### config.mk
export PLATFORM = sky130hd
export DESIGN_NAME = dm_access_ctrl
export DESIGN_NICKNAME = d
export VERILOG_FILES = /design/src/rtl/dm_access_ctrl_pkg.sv /design/src/rtl/dm_access_ctrl_lane_unit.sv /design/src/rtl/dm_access_ctrl.sv
export SDC_FILE = /design/constraint.sdc
export NUM_CORES = 1
export LEC_CHECK = 0
export CORE_MARGIN = 10
export CORE_UTILIZATION = 35
export DETAILED_ROUTE_END_ITERATION = 10
export GPL_TIMING_DRIVEN = 0
export PLACE_DENSITY = 0.67
export SYNTH_ARGS = -nofsm -noshare
export SYNTH_HDL_FRONTEND = slang
export SYNTH_HIERARCHICAL = 1
export SYNTH_SLANG_ARGS = --single-unit
export TNS_END_PERCENT = 20
### constraint.sdc
create_clock -name clk -period 3.98 [get_ports clk]
set_clock_uncertainty 0.15 [all_clocks]
set_input_delay 0.796 -clock clk [delete_from_list [all_inputs] [get_ports clk]]
set_output_delay 0.796 -clock clk [all_outputs]
set_load 0.05 [all_outputs]
### src/rtl/dm_access_ctrl_pkg.sv
// Shared definitions for the data-memory access sequencer: funct3 codes,
// FSM state encoding, default DM depth and the access fault rule.
package dm_access_ctrl_pkg;

  localparam int unsigned DM_WORDS_DEF = 32;

  localparam logic [2:0] F3_B  = 3'b000;
  localparam logic [2:0] F3_H  = 3'b001;
  localparam logic [2:0] F3_W  = 3'b010;
  localparam logic [2:0] F3_BU = 3'b100;
  localparam logic [2:0] F3_HU = 3'b101;

  typedef enum logic [2:0] {
    ST_IDLE,
    ST_LOAD,
    ST_WRITE,
    ST_RMW_RD,
    ST_RMW_WR,
    ST_RESP,
    ST_ERR
  } state_t;

  function automatic logic access_fault(input logic        we,
                                        input logic [2:0]  f3,
                                        input logic [31:0] addr,
                                        input int unsigned words);
    logic illegal;
    logic misal;
    logic oob;
    if (we) illegal = !(f3 == F3_B || f3 == F3_H || f3 == F3_W);
    else    illegal = !(f3 == F3_B || f3 == F3_H || f3 == F3_W ||
                        f3 == F3_BU || f3 == F3_HU);
    misal = ((f3 == F3_H || f3 == F3_HU) && addr[0]) ||
            (f3 == F3_W && addr[1:0] != 2'b00);
    oob   = {2'b00, addr[31:2]} >= words;
    return illegal | misal | oob;
  endfunction

endpackage

### src/rtl/dm_access_ctrl_lane_unit.sv
// Byte/half lane handling for word-wide DM: load extraction with sign/zero
// extension and store-data merge for read-modify-write.
module dm_lane_unit
  import dm_access_ctrl_pkg::*;
(
  input  logic [31:0] i_rd,
  input  logic [15:0] i_wdata,
  input  logic [1:0]  i_off,
  input  logic [2:0]  i_f3,
  output logic [31:0] o_extract,
  output logic [31:0] o_merge
);

  logic [7:0]  w_byte;
  logic [15:0] w_half;

  assign w_byte = i_rd[{i_off, 3'b000} +: 8];
  assign w_half = i_rd[{i_off[1], 4'b0000} +: 16];

  always_comb begin
    o_extract = i_rd;
    case (i_f3)
      F3_B:    o_extract = {{24{w_byte[7]}}, w_byte};
      F3_BU:   o_extract = {24'h0, w_byte};
      F3_H:    o_extract = {{16{w_half[15]}}, w_half};
      F3_HU:   o_extract = {16'h0, w_half};
      default: o_extract = i_rd;
    endcase
  end

  always_comb begin
    o_merge = i_rd;
    case (i_f3)
      F3_B:    o_merge[{i_off, 3'b000} +: 8]     = i_wdata[7:0];
      F3_H:    o_merge[{i_off[1], 4'b0000} +: 16] = i_wdata;
      default: o_merge = i_rd;
    endcase
  end

endmodule

### src/rtl/dm_access_ctrl.sv
// Sequencer turning RV32I byte/half/word loads and stores into word accesses
// on a combinational-read DM, with RMW for sub-word stores and fault reporting.
// IDLE: wait for request | LOAD: sample DM, extract | WRITE: SW write cycle
// RMW_RD: read + merge   | RMW_WR: write merged word | ERR: flag fault | RESP: pulse
module dm_access_ctrl
  import dm_access_ctrl_pkg::*;
#(
  parameter int unsigned DM_WORDS = DM_WORDS_DEF,
  parameter int unsigned IDX_W    = 32
) (
  input  logic             clk,
  input  logic             rst,
  input  logic             req_valid,
  output logic             req_ready,
  input  logic             req_we,
  input  logic [2:0]       req_funct3,
  input  logic [31:0]      req_addr,
  input  logic [31:0]      req_wdata,
  output logic             resp_valid,
  output logic [31:0]      resp_rdata,
  output logic             resp_err,
  output logic [IDX_W-1:0] dm_addr,
  output logic [31:0]      dm_wd,
  output logic             dm_we,
  input  logic [31:0]      dm_rd
);

  state_t      r_state;
  logic        r_req_ready;
  logic        r_resp_valid;
  logic        r_resp_err;
  logic [31:0] r_resp_rdata;
  logic [31:0] r_addr;
  logic [31:0] r_dm_wd;
  logic [2:0]  r_f3;
  logic [15:0] r_wdata;

  logic        w_accept;
  logic        w_fault;
  logic [31:0] w_extract;
  logic [31:0] w_merge;

  assign w_accept = req_valid & r_req_ready;
  assign w_fault  = access_fault(req_we, req_funct3, req_addr, DM_WORDS);

  dm_lane_unit u_lane (
    .i_rd      (dm_rd),
    .i_wdata   (r_wdata),
    .i_off     (r_addr[1:0]),
    .i_f3      (r_f3),
    .o_extract (w_extract),
    .o_merge   (w_merge)
  );

  always_ff @(posedge clk or posedge rst) begin
    if (rst) begin
      r_state      <= ST_IDLE;
      r_req_ready  <= 1'b1;
      r_resp_valid <= 1'b0;
      r_resp_err   <= 1'b0;
      r_resp_rdata <= 32'h0;
      r_addr       <= 32'h0;
      r_dm_wd      <= 32'h0;
      r_f3         <= 3'b000;
      r_wdata      <= 16'h0;
    end else begin
      r_resp_valid <= 1'b0;
      case (r_state)
        ST_IDLE: begin
          if (w_accept) begin
            r_req_ready  <= 1'b0;
            r_resp_rdata <= 32'h0;
            r_resp_err   <= 1'b0;
            r_addr       <= req_addr;
            r_f3         <= req_funct3;
            r_wdata      <= req_wdata[15:0];
            if (w_fault)                   r_state <= ST_ERR;
            else if (!req_we)              r_state <= ST_LOAD;
            else if (req_funct3 == F3_W) begin
              r_dm_wd <= req_wdata;
              r_state <= ST_WRITE;
            end else                       r_state <= ST_RMW_RD;
          end
        end
        ST_LOAD: begin
          r_resp_rdata <= w_extract;
          r_state      <= ST_RESP;
        end
        ST_WRITE:  r_state <= ST_RESP;
        ST_RMW_RD: begin
          r_dm_wd <= w_merge;
          r_state <= ST_RMW_WR;
        end
        ST_RMW_WR: r_state <= ST_RESP;
        ST_ERR: begin
          r_resp_err <= 1'b1;
          r_state    <= ST_RESP;
        end
        ST_RESP: begin
          r_resp_valid <= 1'b1;
          r_req_ready  <= 1'b1;
          r_state      <= ST_IDLE;
        end
        default: r_state <= ST_IDLE;
      endcase
    end
  end

  // Write strobe comes straight from the state register so reset kills it at once.
  assign dm_we      = (r_state == ST_WRITE) || (r_state == ST_RMW_WR);
  assign dm_addr    = IDX_W'(r_addr[31:2]);
  assign dm_wd      = r_dm_wd;
  assign req_ready  = r_req_ready;
  assign resp_valid = r_resp_valid;
  assign resp_rdata = r_resp_rdata;
  assign resp_err   = r_resp_err;

endmodule

==> flow_metrics.py, run 1 <==
metrics = {
    "worst_setup_path": {
        "worstPathRequired_ns": 4.13,
        "crit_end": "dm_wd[17]",
        "r2r_slack_ns": 0.60,
        "cp-end-kind": "flip-flop",
        "path_buf_inv": 3,
        "cp_max_fo": 12,
        "crit_path_start_kind": "flip-flop",
        "r2r_cells": 9,
        "worst_r2r_endpoint": "dm_wd[17]",
        "cpMaxStageDelayCell": "dfrtp_1",
        "path_cells": "buf_4 -> inv_1 -> buf_2 -> ha_1 -> and4bb_2 -> a221oi_1 -> a211oi_1 -> mux2_2 -> mux2_4",
        "crit_type": "flip-flop to flip-flop",
        "critical_path_depth": 9,
        "crit_arrival_ns": 3.53,
        "startpoint": "r_addr[1]",
        "cpPeakStageDelay_ns": 0.45,
        "worstReg2RegStart": "r_addr[1]",
        "critical-path-top-delay-family": "buffers and inverters",
    },
    "global_route": {
        "track_usage_pct": 19.5,
        "antenna_found_initial": 1,
        "grt_first_pass_wirelength_mm": 40.2,
        "overflow": 0,
        "grt_max_degree": 40,
        "grt_pass1_vias": 6853,
    },
    "layout": {
        "layout.nets": 1152,
        "finalNonFillerCells": 1325,
        "finish.utilization_pct": 50.4,
        "final_common_cell": "nand2_1",
        "layout_common_cells": "nand2_1, clkdlybuf4s50_1, dfrtp_1, clkbuf_1, nand3_1",
        "n_antenna_cell": 0,
        "drive_gt1_share_pct": 15.1,
        "area_growth_pct": 42.1,
    },
    "timing": {
        "fmax_mhz": 296,
        "finalSetupViolations": 0,
        "setup_ws_ns": 0.601,
        "worstMarginPinSlew_ns": 0.986,
        "rsz0062_at_grt": "no",
        "hold_viol_final": 0,
        "hold_ws_ns": 0.322,
        "slew_headroom_pct": 33.7,
        "period_minus_slack_ns": 3.38,
        "period_share_pct": 84.9,
        "tns_ns": 0,
        "drv_slew": 0,
    },
    "yosys": {
        "synthesis.area_um2": 7150,
        "synthArstFlopShare_pct": 100,
        "yosys_warnings": 6,
        "ys_top_cells_by_area": "dfrtp_1, nand2_1, mux2_4",
        "yosys.area.top_type": "dfrtp_1",
        "ys_types": 57,
        "syn-mean-instance-area_um2": 8.71,
        "yosysSeqAreaShare_pct": 42.3,
        "synth_enable_flop_cells": 0,
        "synthCells": 821,
        "synth-main-ff-cell": "dfrtp_1",
        "yosysTopAreaCellShare_pct": 42.0,
        "ys_seq_elements": 121,
    },
    "detailed_routing": {
        "via_count": 6862,
        "wl_per_cell_um": 19.9,
        "antenna_left": 0,
        "drt-initial-drc-count": 566,
        "drc": 0,
        "wirelength_mm": 26.4,
        "vias_per_cell": 5.18,
        "dr.pass1.iters": 5,
    },
    "placed_design": {
        "portBuffers": 200,
        "place_congestion": 0.949,
        "place_inst": 1295,
        "hpwlAfterDp_mm": 20.3,
        "place_ws_ns": 0.516,
    },
    "clock_tree": {
        "numCtsBuffers": 17,
        "post_cts_buffers": 0,
        "cts_resized": 0,
        "clk_pin_slew_ns": 0.06,
        "insertion_delay_ns": 0.43,
        "cts_tree": "done",
        "root_buffer": "clkbuf_16",
        "cts_sinks": 121,
        "postCtsHoldBufs": 0,
        "ctsHtreeMaxLevel": 4,
        "cts_buffer_depth": 2,
    },
    "floorplanning": {
        "core_um2": 20200,
        "top_level_ports": 203,
        "core.rowCount": 52,
        "dieHeight_um": 163,
        "die_x_um": 163,
        "start_util_pct": 35.5,
        "die_area_um2": 26600,
    },
    "job": {
        "drv_cap": 0,
    },
    "outcome": {
        "status": "completed",
    },
    "power": {
        "peakVddDrop_uv": 482,
        "p_leak_nw": 4.74,
        "p_per_area_nw_per_um2": 880,
    },
    "hold_path": {
        "hold_path_class": "flip-flop to flip-flop",
    },
}
==> worst min-delay path by stage <==
stage	from	end	slack (ns)	depth (start not counted)
finish	r_addr[31]	r_addr[31]	0.32	2
global route	r_addr[22]	r_addr[22]	0.35	2
CTS	r_addr[31]	r_addr[31]	0.33	2
detailed placement	r_addr[17]	r_addr[17]	0.31	2
global placement	r_f3[1]	r_f3[1]	0.31	2
floorplan	r_f3[1]	r_f3[1]	0.29	2
==> routing by layer <==
layer / up-vias / GRT usage, % / routed length, um
li1: 3213 / - / -
met1: 3289 / 24.0 / 10700
met2: 311 / 30.2 / 11900
met3: 47 / 7.56 / 2900
met4: 2 / 7.17 / 846
met5: - / 0 / 9
==> state kept, by name, indices dropped and copies added (netlist names) <==
signal,flops
dm_wd,32
r_addr,32
r_f3,3
r_state,3
r_wdata,16
req_ready,1
resp_err,1
resp_rdata,32
resp_valid,1
==> logic make-up (layout without fill, tap and decap cells) <==
kind of cell	Yosys count	after routing	synth area share, %
simple gates	423	423	25.9
mux	68	68	12.4
other cells	1	2	0.0524
flops	121	121	42.3
buf+inv	94	327	7.36
compound gates	108	108	10.9
xor+xnor	1	1	0.122
fa+ha+maj	5	5	0.874
==> synth_stat cells, types with 3 or more instances <==
master,number
a22oi_1,14
or3_1,15
ha_1,5
a32oi_1,4
buf_2,10
a221oi_1,13
nor2b_1,5
o21ai_0,26
buf_4,33
a211oi_1,12
inv_1,8
a21oi_1,9
clkbuf_1,37
nor4_1,5
nor2_1,27
nor3_1,8
o21ai_1,4
a221o_1,7
nand2_1,301
dfrtp_1,120
nand3_1,35
mux2_4,30
nand2b_1,7
a22o_1,8
mux2_2,33
buf_6,5
or2_1,3
==> tightest hold or removal path, cell delays in order (launching register included) <==
cell,delay (ns)
dfrtp_1,0.34
nand2_1,0.05
nand2_1,0.05
==> final cells by class <==
class,count,area (um^2)
plain buffers,85,493
clock buffers,18,429
fillers,1926,10000
well taps,270,338
flip-flops and latches,121,3030
inverters,9,37.5
clock inverters,12,178
repair buffers,203,2060
multi-input cells,607,3600
==> stage by stage <==
stage                     power (mW)  cell area (um^2)
after floorplan                 5.59              7160
after global placement          7.28              9500
after detailed placement        7.31              9560
after CTS                       8.97             10200
after global routing            9.45             10200
final                           8.95             10200
==> where the power goes <==
group,switching [mW],total (mW),internal (mW)
clock,0.582,1.62,1.04
sequential,0.373,2.12,1.75
combinational,3.32,5.21,1.89
(Power assumes the default switching activity.)
==> run 2: changes to the inputs <==
==> constraint.sdc (replaced) <==
create_clock -name clk -period 2.89 [get_ports clk]
set_clock_uncertainty 0.15 [all_clocks]
set_input_delay 0.578 -clock clk [delete_from_list [all_inputs] [get_ports clk]]
set_output_delay 0.578 -clock clk [all_outputs]
set_load 0.05 [all_outputs]
==> run 2 against run 1 <==
  * Sequential share of layout area is 0.33 points lower
  * Register-to-register slack got worse by 0.54 ns
  * Total power is 39% higher
  * Non-clock buffer count increased by 3
  * Design area is 1.2% higher
  * Global-route usage increased by 0.080 points
  * Critical path depth up 2
  * Sequential cell count did not move
  * Via count rose by 1.4%
==> flow_metrics.py, run 2 (synthesis gave the netlist of run 1 again) <==
metrics = {
    "layout": {
        "layout_common_cells": "nand2_1, clkdlybuf4s50_1, dfrtp_1, clkbuf_1",
        "final_common_cell": "nand2_1",
        "drive_gt1_share_pct": 16.4,
        "area_growth_pct": 43.8,
        "n_antenna_cell": 0,
        "finish.utilization_pct": 51.0,
        "postLayoutCellArea_um2": 10300,
        "layout.nets": 1155,
    },
    "clock_tree": {
        "cts_buffer_depth": 2,
        "clk_pin_slew_ns": 0.06,
        "cts_tree": "done",
        "numCtsBuffers": 17,
        "ctsHtreeMaxLevel": 4,
        "cts_sinks": 121,
        "postCtsHoldBufs": 0,
        "root_buffer": "clkbuf_16",
        "insertion_delay_ns": 0.43,
    },
    "detailed_routing": {
        "wirelength_mm": 26.6,
        "dr.pass1.iters": 5,
        "drc": 0,
        "drt-initial-drc-count": 570,
        "vias_per_cell": 5.24,
        "wl_per_cell_um": 20.1,
        "antenna_left": 0,
        "via_count": 6957,
    },
    "placed_design": {
        "portBuffers": 200,
        "hpwlAfterDp_mm": 20.3,
        "place_congestion": 0.949,
        "placed_area_um2": 9560,
    },
    "job": {
        "drv_cap": 0,
    },
    "timing": {
        "rsz0062_at_grt": "no",
        "period_share_pct": 98.0,
        "period_minus_slack_ns": 2.83,
        "finalSetupViolations": 0,
        "drv_slew": 0,
        "hold_ws_ns": 0.322,
        "tns_ns": 0,
        "fmax_mhz": 353,
        "worstMarginPinSlew_ns": 1.06,
        "slew_headroom_pct": 28.9,
        "hold_viol_final": 0,
    },
    "power": {
        "p_leak_nw": 4.79,
        "power_mw": 12.5,
        "p_per_area_nw_per_um2": 1210,
        "peakVddDrop_uv": 665,
    },
    "global_route": {
        "grt_max_degree": 40,
        "grt_most_used_layer": "met2",
        "antenna_found_initial": 1,
        "grt.met3_usage_pct": 7.36,
        "met2_usage_pct": 30.3,
        "overflow": 0,
        "grt_pass1_vias": 6895,
        "track_usage_pct": 19.6,
        "grt_first_pass_wirelength_mm": 40.4,
        "use_met1_pct": 24.2,
    },
    "outcome": {
        "status": "completed",
    },
    "floorplanning": {
        "dieHeight_um": 163,
        "core_um2": 20200,
        "die_area_um2": 26600,
        "die_x_um": 163,
        "core.rowCount": 52,
        "start_util_pct": 35.5,
        "top_level_ports": 203,
    },
    "worst_setup_path": {
        "cp_max_fo": 12,
        "crit_arrival_ns": 3.04,
        "cp-end-kind": "flip-flop",
        "crit_path_start_kind": "flip-flop",
        "crit_type": "flip-flop to flip-flop",
        "r2r_cells": 11,
        "worstPathRequired_ns": 3.10,
    },
    "hold_path": {
        "hold_path_class": "flip-flop to flip-flop",
        "min_path_cells": 2,
    },
}
run 2: cell types whose count changed in the layout (fill, tap and decap cells not counted), sizes merged:
cell | before | now
dlymetal6s2s | 0 | 1
clkdlybuf4s50 | 200 | 199
buf | 51 | 54
inv | 8 | 7
clkinvlp | 5 | 6
run 2: repair_timing:
action / CTS / global route
resized for setup: 10 / 10
hold endpoints to repair: 0 / 0
setup endpoints to repair: 29 / 30
pin swaps: 0 / 2
setup buffers: 1 / 2
run 2: per-layer routing:
layer | vias up | share of wire, %
li1 | 3221 | -
met1 | 3363 | 41
met2 | 314 | 46
met3 | 57 | 10
met4 | 2 | 2.9
met5 | - | 0.034
run 2: path summary, 6_finish.rpt:
check / startpoint / endpoint / slack, ns
max in group asynchronous: rst / req_ready / 1.39
setup / recovery: r_addr[1] / dm_wd[13] / 0.06
hold reg to reg: r_addr[31] / r_addr[31] / 0.32
setup reg to reg: r_addr[1] / dm_wd[13] / 0.06
min in group asynchronous: rst / r_addr[18] / 0.37
hold / removal: r_addr[31] / r_addr[31] / 0.32
run 2: final cells by class:
class,instances,area (um^2)
fill,1924,9880
multi-input combinational,607,3680
sequential,121,3030
timing repair buffer,206,2090
buffer,85,503
clock buffer,18,429
tap,270,338
clock inverter,12,178
inverter,9,41.3
run 2: worst max-delay path, cell delays in order, from the launching register on:
cell and delay, ns:
dfrtp_2 0.43, buf_6 0.17, clkinvlp_4 0.12, buf_6 0.17
ha_4 0.32, nand2_1 0.09, nor3_4 0.33, buf_4 0.20
a221oi_2 0.07, a211oi_1 0.35, mux2_2 0.23, mux2_4 0.13
run 2: metrics by stage:
stage / instances / setup slack, ns
after detailed placement: 1295 / -0.430
final: 1328 / 0.0565
after global placement: 1292 / -0.592
after CTS: 1326 / 0.00627
after global routing: 1328 / 0.00731
after floorplan: 822 / 0.204
run 2: where the power goes:
part | internal (mW) | switching (mW) | leakage, nW
combinational | 2.67 | 4.64 | 2.96
sequential | 2.41 | 0.524 | 1.54
clock | 1.43 | 0.807 | 0.284
==> run 3: changes to the inputs <==
--- a/config.mk
+++ b/config.mk
@@ -5,6 +5,7 @@
 export SDC_FILE = /design/constraint.sdc
 export NUM_CORES = 1
 export LEC_CHECK = 0
+export CORE_ASPECT_RATIO = 1.5
 export CORE_MARGIN = 10
 export CORE_UTILIZATION = 35
 export DETAILED_ROUTE_END_ITERATION = 10
==> run 3 against run 2 <==
  * Combinational power shrank 2%
  * Die area up 0.45%
  * Design area is 0.60% lower
  * First-iteration DRC count decreased by 6.1%
  * Wire length is 2.3% lower
  * Critical path depth fell by 2
  * Non-clock buffer count unchanged
  * Via count fell by 3.1%
  * Count of clock-buffer cells in the layout stayed put
  * Worst hold slack hardly changed
  * Global-route usage shrank 0.097 points
  * Fmax increased by 1.9%
  * Critical endpoint is now dm_wd[19]
==> flow_metrics.py, run 3 (synthesis gave the netlist of run 1 again) <==
metrics = {
    "outcome": {
        "status": "completed",
    },
    "worst_setup_path": {
        "cpPeakStageDelay_ns": 0.43,
        "cp-end-kind": "flip-flop",
        "crit_arrival_ns": 2.94,
        "critical-path-top-delay-family": "multiplexers",
        "path_buf_inv": 3,
        "cpMaxStageDelayCell": "dfrtp_2",
        "path_cells": "buf_6 -> clkinvlp_4 -> buf_4 -> ha_2 -> and4bb_4 -> a221oi_1 -> a211oi_2 -> mux2_2 -> mux2_4",
        "crit_path_start_kind": "flip-flop",
        "cp_max_fo": 12,
        "worstPathRequired_ns": 3.05,
        "crit_type": "flip-flop to flip-flop",
    },
    "clock_tree": {
        "postCtsHoldBufs": 0,
        "cts_sinks": 121,
        "cts_buffer_depth": 2,
        "cts_tree": "done",
        "insertion_delay_ns": 0.43,
        "numCtsBuffers": 17,
        "root_buffer": "clkbuf_16",
        "clk_pin_slew_ns": 0.06,
        "ctsHtreeMaxLevel": 4,
    },
    "floorplanning": {
        "core_um2": 20300,
        "dieHeight_um": 195,
        "die_area_um2": 26700,
        "core.rowCount": 64,
        "top_level_ports": 203,
        "die_x_um": 137,
        "start_util_pct": 35.3,
    },
    "global_route": {
        "grt_max_degree": 42,
        "grt_first_pass_wirelength_mm": 39.9,
        "grt_pass1_vias": 6856,
        "antenna_found_initial": 0,
        "track_usage_pct": 19.5,
        "overflow": 0,
    },
    "power": {
        "peakVddDrop_uv": 608,
        "p_leak_nw": 4.78,
        "p_per_area_nw_per_um2": 1200,
    },
    "detailed_routing": {
        "dr.pass1.iters": 5,
        "drc": 0,
        "wirelength_mm": 26.0,
        "vias_per_cell": 5.09,
        "antenna_left": 0,
        "wl_per_cell_um": 19.6,
        "drt-initial-drc-count": 535,
        "via_count": 6741,
    },
    "timing": {
        "period_minus_slack_ns": 2.78,
        "period_share_pct": 96.2,
        "tns_ns": 0,
        "slew_headroom_pct": 35.7,
        "rsz0062_at_grt": "no",
        "worstMarginPinSlew_ns": 0.957,
        "hold_ws_ns": 0.322,
        "hold_viol_final": 0,
        "fmax_mhz": 360,
        "finalSetupViolations": 0,
        "drv_slew": 0,
    },
    "layout": {
        "layout_common_cells": "nand2_1, clkdlybuf4s50_1, dfrtp_1, clkbuf_1, buf_4",
        "layout.nets": 1155,
        "n_antenna_cell": 0,
        "area_growth_pct": 42.9,
        "drive_gt1_share_pct": 16.1,
        "final_common_cell": "nand2_1",
        "finalNonFillerCells": 1324,
    },
    "placed_design": {
        "place_congestion": 0.975,
        "place_inst": 1289,
        "hpwlAfterDp_mm": 20.4,
        "portBuffers": 200,
    },
    "hold_path": {
        "hold_path_class": "flip-flop to flip-flop",
    },
    "job": {
        "drv_cap": 0,
    },
}
[run 3: changes by cell type in the layout (fill, tap and decap cells not counted), sizes merged]
| cell | previous run | this run |
|---|---|---|
| bufinv | 4 | 2 |
| clkinvlp | 6 | 4 |
| inv | 7 | 13 |
[run 3: path summary, 6_finish.rpt]
| kind | from | cells after the start | to | slack, ns |
|---|---|---|---|---|
| worst min register to register | r_addr[3] | 2 | r_addr[3] | 0.32 |
| worst min-delay path | r_addr[3] | 2 | r_addr[3] | 0.32 |
| min in group asynchronous | rst | 2 | resp_rdata[27] | 0.34 |
| worst max-delay path | r_addr[1] | 9 | dm_wd[19] | 0.11 |
| worst max register to register | r_addr[1] | 9 | dm_wd[19] | 0.11 |
| max in group asynchronous | rst | 4 | r_addr[1] | 1.48 |
[run 3: cell type report]
type	instances	area, um^2
Clock buffer	18	439
Buffer	85	499
Timing Repair Buffer	206	2090
Inverter	9	41.3
Tap cell	264	330
Sequential cell	121	3030
Clock inverter	14	161
Multi-Input combinational cell	607	3640
Fill cell	1925	10000
[run 3: what timing repair did]
action                                  4_1_cts  5_1_grt
endpoints found under the setup margin       30       26
setup buffers                                 1        2
resized for setup                             8        4
pin swaps                                     0        0
[run 3: layer usage]
| layer | vias to the layer above | track usage (%) | wire length [um] | share of wire [%] |
|---|---|---|---|---|
| met4 | 0 | 9.02 | 952 | 3.7 |
| met2 | 270 | 34.5 | 13700 | 53 |
| met5 | - | 0 | 0 | 0 |
| met1 | 3199 | 20.7 | 9560 | 37 |
| li1 | 3223 | - | - | - |
| met3 | 49 | 5.19 | 1780 | 6.8 |
[run 3: where the power goes]
part | switching (mW) | total (mW) | leakage [nW] | internal, mW
registers | 0.513 | 2.92 | 1.54 | 2.41
logic | 4.54 | 7.19 | 2.95 | 2.65
clock network | 0.857 | 2.17 | 0.290 | 1.31
[run 3: through the flow]
| step | instance area (um^2) | util (%) | setup WS, ns | power, mW |
|---|---|---|---|---|
| 2_1_floorplan | 7160 | - | 0.204 | 7.70 |
| 3_3_place_gp | 9490 | 46.9 | -0.588 | 9.96 |
| 3_5_place_dp | 9550 | 47.2 | -0.579 | 10.0 |
| 4_1_cts | 10200 | 50.3 | 0.0263 | 12.3 |
| 5_1_grt | 10200 | 50.5 | 0.0287 | 13.0 |
| 6_report | 10200 | 50.5 | 0.110 | 12.3 |
[run 3: worst register-to-register path, cell delays in order, from the launching register on]
cell and delay [ns]:
dfrtp_2 0.43, buf_6 0.16, clkinvlp_4 0.07, buf_4 0.18, ha_2 0.35, and4bb_4 0.27, a221oi_1 0.34, a211oi_2 0.13
mux2_2 0.31, mux2_4 0.27
